### src/rtl/register_bank_if.sv
// Register-bank port bundle: read selects, write control/data and both read results.
// master drives selects and write data; slave (the bank) returns the read data.
interface register_bank_if #(
  parameter int DATA_W = 8,
  parameter int ADDR_W = 1
);
  logic [ADDR_W-1:0] read_reg1;
  logic [ADDR_W-1:0] read_reg2;
  logic              reg_write;
  logic              reg_dst;
  logic [DATA_W-1:0] data_memory_out;
  logic [DATA_W-1:0] read_data1;
  logic [DATA_W-1:0] read_data2_muxop;

  modport master (
    output read_reg1, read_reg2, reg_write, reg_dst, data_memory_out,
    input  read_data1, read_data2_muxop
  );

  modport slave (
    input  read_reg1, read_reg2, reg_write, reg_dst, data_memory_out,
    output read_data1, read_data2_muxop
  );
endinterface

### src/rtl/register_bank.sv
// Two-read / one-write register file for the 8-bit datapath; combinational reads.
// Optional macro REG_BANK_BYPASS_EN forwards same-cycle write data to matching read ports.
module register_bank #(
  parameter int DATA_W = 8,
  parameter int ADDR_W = 1
) (
  input  logic                 clk,
  input  logic                 reset,
  register_bank_if.slave       rb
);
  localparam int NUM_REGS = 1 << ADDR_W;

  logic [NUM_REGS-1:0][DATA_W-1:0] regs_q, regs_d;
  logic [ADDR_W-1:0]               waddr;

  // reg_dst picks which read select doubles as the write destination
  always_comb waddr = rb.reg_dst ? rb.read_reg2 : rb.read_reg1;

  always_comb begin
    regs_d = regs_q;
    if (reset)             regs_d = '0;
    else if (rb.reg_write) regs_d[waddr] = rb.data_memory_out;
  end

  always_ff @(posedge clk) regs_q <= regs_d;

`ifdef REG_BANK_BYPASS_EN
  logic wr_live;
  always_comb wr_live = rb.reg_write && !reset;

  always_comb begin
    rb.read_data1       = regs_q[rb.read_reg1];
    rb.read_data2_muxop = regs_q[rb.read_reg2];
    if (wr_live && rb.read_reg1 == waddr) rb.read_data1       = rb.data_memory_out;
    if (wr_live && rb.read_reg2 == waddr) rb.read_data2_muxop = rb.data_memory_out;
  end
`else
  always_comb begin
    rb.read_data1       = regs_q[rb.read_reg1];
    rb.read_data2_muxop = regs_q[rb.read_reg2];
  end
`endif
endmodule

### src/flat_wrapper.sv
// flat-port wrapper written by rule: the top's interface ports become plain ports
module register_bank_flat 
#(
  parameter int DATA_W = 8,
  parameter int ADDR_W = 1
)
  (clk, reset, rb_read_reg1, rb_read_reg2, rb_reg_write, rb_reg_dst, rb_data_memory_out, rb_read_data1, rb_read_data2_muxop);
  register_bank_if #(.DATA_W(DATA_W), .ADDR_W(ADDR_W)) rb_i ();
  input  logic clk;
  input  logic reset;
  input wire logic [$bits(rb_i.read_reg1)-1:0] rb_read_reg1;
  input wire logic [$bits(rb_i.read_reg2)-1:0] rb_read_reg2;
  input wire logic [$bits(rb_i.reg_write)-1:0] rb_reg_write;
  input wire logic [$bits(rb_i.reg_dst)-1:0] rb_reg_dst;
  input wire logic [$bits(rb_i.data_memory_out)-1:0] rb_data_memory_out;
  output wire logic [$bits(rb_i.read_data1)-1:0] rb_read_data1;
  output wire logic [$bits(rb_i.read_data2_muxop)-1:0] rb_read_data2_muxop;
  assign rb_i.read_reg1 = rb_read_reg1;
  assign rb_i.read_reg2 = rb_read_reg2;
  assign rb_i.reg_write = rb_reg_write;
  assign rb_i.reg_dst = rb_reg_dst;
  assign rb_i.data_memory_out = rb_data_memory_out;
  assign rb_read_data1 = rb_i.read_data1;
  assign rb_read_data2_muxop = rb_i.read_data2_muxop;
  register_bank #(.DATA_W(DATA_W), .ADDR_W(ADDR_W)) u_core (.clk(clk), .reset(reset), .rb(rb_i));
endmodule
### config.mk
export PLATFORM = sky130hd
export DESIGN_NAME = register_bank_flat
export DESIGN_NICKNAME = d
export VERILOG_FILES = /design/src/rtl/register_bank_if.sv /design/src/rtl/register_bank.sv /design/src/flat_wrapper.sv
export SDC_FILE = /design/constraint.sdc
export NUM_CORES = 1
export LEC_CHECK = 0
export BUFFER_PORTS_ARGS = -buffer_cell sky130_fd_sc_hd__buf_2
export CAP_MARGIN = 20
export CORE_MARGIN = 3
export CORE_UTILIZATION = 52
export DETAILED_ROUTE_END_ITERATION = 10
export GPL_TIMING_DRIVEN = 0
export PLACE_DENSITY = 0.82
export SLEW_MARGIN = 25
export SYNTH_ARGS = -nofsm -noshare
export SYNTH_HDL_FRONTEND = slang
export SYNTH_SLANG_ARGS = --single-unit
### constraint.sdc
create_clock -name clk -period 2.4 [get_ports clk]
set_input_delay 0.24 -clock clk [delete_from_list [all_inputs] [get_ports clk]]
set_output_delay 0.24 -clock clk [all_outputs]
set_load 0.01 [all_outputs]
==> flow_metrics.py <==
metrics = {
    "run_status": {
        "outcome": "finished clean",
    },
    "worst_setup_path": {
        "startpoint": "u_core.regs_q[7]",
        "cp_max_fo": 3,
        "cp-start-kind": "flip-flop",
        "worst_r2r_startpoint": "u_core.regs_q[13]",
        "worst_ep_required_time_ps": 2160,
        "reg2reg_to": "u_core.regs_q[13]",
        "worst_setup_path_end_kind": "output pin",
        "reg2regPathDepth": 2,
        "worst_ep_arrival_time_ps": 1010,
        "crit_type": "reg2out",
        "r2r_setup_slack_ps": 1760,
    },
    "clocking": {
        "ctsResizeCount": 0,
        "post_cts_buffers": 0,
        "cts_buffers": 3,
        "cts.sinks": 16,
        "clkLatencyLatePin_ps": 280,
        "cts_hold_buf": 0,
        "htreeDepth": 1,
        "clk_path_buf_depth": 2,
        "tritoncts": "yes",
        "root_buffer": "clkbuf_4",
        "clk_pin_slew_ps": 90,
    },
    "grt": {
        "grt_usage": 0.171,
        "antenna_found_initial": 0,
        "grt_pass1_wl_um": 2660,
        "grt_pass1_vias": 640,
        "grt_max_degree": 11,
        "grt-ovfl-total": 0,
    },
    "cells_and_area": {
        "finalCoreUtilization": 0.690,
        "drive_gt1_frac": 0.473,
        "largest_reg_flops": 16,
        "syn2layout_area_growth_pct": 19.5,
        "fin_nets": 128,
        "final_cells": 128,
        "fillers": 126,
        "layout_common_cells": "27 x buf_2, 24 x nand2b_1, 16 x mux2_2, 16 x mux2i_1, 16 x dfxtp_1",
        "mostFrequentLayoutCell": "buf_2",
        "top_register": "u_core.regs_q",
        "reg_top3": "u_core.regs_q (16)",
        "n_antenna_cell": 0,
    },
    "worst_hold_path": {
        "hold_class": "in2reg",
        "hold_end": "u_core.regs_q[5]",
        "worstHoldPathCells": 3,
        "min_from": "rb_data_memory_out[5]",
    },
    "timing": {
        "fin_ws_ps": 1150,
        "tns_ps": 0,
        "max_clock_freq_ghz": 0.798,
        "finalCriticalPeriod_ps": 1250,
        "tightestPinTransition_ps": 334,
        "clock_skew_ps": 0,
        "slew_viol_final": 0,
        "hold_viol_final": 0,
        "rsz0062_at_grt": "no",
        "period_share": 0.522,
        "final-setup-viol-count": 0,
        "relSlewSlack": 0.777,
    },
    "die": {
        "initial_core_util": 0.577,
        "dieArea_um2": 2290,
        "num_rows": 14,
        "die_w_um": 47.8,
        "io_pins": 30,
        "die_h_um": 47.8,
        "fp.coreArea_um2": 1580,
    },
    "place": {
        "port_buffers": 27,
        "place_hpwl_um": 1260,
        "dp_slack_ps": 1270,
        "routabilityCongestion": 0.703,
        "placedCellCount": 125,
    },
    "power_and_ir_drop": {
        "power_mw": 0.550,
        "powerDensity_nw_per_um2": 506,
        "peakVddDrop_mv": 0.312,
        "p_leak_nw": 0.535,
    },
    "logic_synthesis": {
        "synth_warnings": 0,
        "synth_nets": 96,
        "ys_seq_area_frac": 0.352,
        "synth.distinct_cells": 11,
        "synth_cells": 82,
        "avgSynthCellArea_um2": 11.1,
        "synth_area_um2": 910,
        "synth-seq-cells": 16,
    },
    "routing": {
        "first_pass_iters": 4,
        "drt_iter0_markers": 5,
        "drcViolationCount": 0,
        "vias_per_cell": 5.15,
        "antenna_left": 0,
        "wire_per_inst_um": 13.2,
        "routed_wl_um": 1690,
        "via_count": 659,
    },
    "run": {
        "maxCapViolCount": 0,
    },
}
-- metrics by stage --
step	hold WS [ps]	area, µm²
after floorplan	409	910
after global placement	468	1060
after detailed placement	476	1060
after CTS	232	1090
after global routing	239	1090
final	235	1090
-- how the worst max path moves through the flow --
stage                        endpoint  slack, ps
2_1_floorplan        u_core.regs_q[0]       1430
3_3_place_gp   rb_read_data2_muxop[1]       1310
3_5_place_dp         u_core.regs_q[7]       1270
4_1_cts              rb_read_data1[5]       1120
5_1_grt              rb_read_data1[1]       1090
6_report             rb_read_data1[7]       1150
-- power breakdown --
group | leakage, nW | switching [mW] | internal, mW
Sequential | 0.131 | 0.0103 | 0.281
Clock | 0.0138 | 0.0814 | 0.0582
Combinational | 0.391 | 0.0530 | 0.0661
Total | 0.535 | 0.145 | 0.405
-- worst max-delay path, stage by stage (launching register included) --
cell	delay, ps
dfxtp_1	330
mux2_2	260
buf_2	140
-- final cells by class --
type,instances,area (µm²),share of cell area
plain buffers,5,41.3,0.0380
clock buffers,3,22.5,0.0207
multi-input cells,61,548,0.504
flip-flops and latches,16,320,0.295
well taps,16,20.0,0.0184
repair buffers,27,135,0.124
-- cell usage after synthesis --
library cell  number  area, µm²
nand2b_1          24        150
dfxtp_1           16        320
mux2_2            16        180
mux2i_1           16        160
buf_6              3       33.8
clkbuf_1           2       7.51
and2_1             1       6.26
mux2i_4            1       22.5
nand2_2            1       6.26
nand2b_4           1       13.8
nor2b_2            1       8.76
-- logic make-up after synthesis --
kind of cell | synth area share
multiplexers | 0.399
buffers and inverters | 0.0454
AND/OR/NAND/NOR | 0.204
flip-flops | 0.352
-- metal layers --
metal | track usage | vias up | wire length (µm)
met3 | 0.0338 | 2 | 96
met5 | 0 | - | 0
met1 | 0.196 | 297 | 808
li1 | - | 339 | -
met4 | 0.0806 | 0 | 13
met2 | 0.301 | 21 | 771
Note: power is estimated with default switching activity, not from simulation.
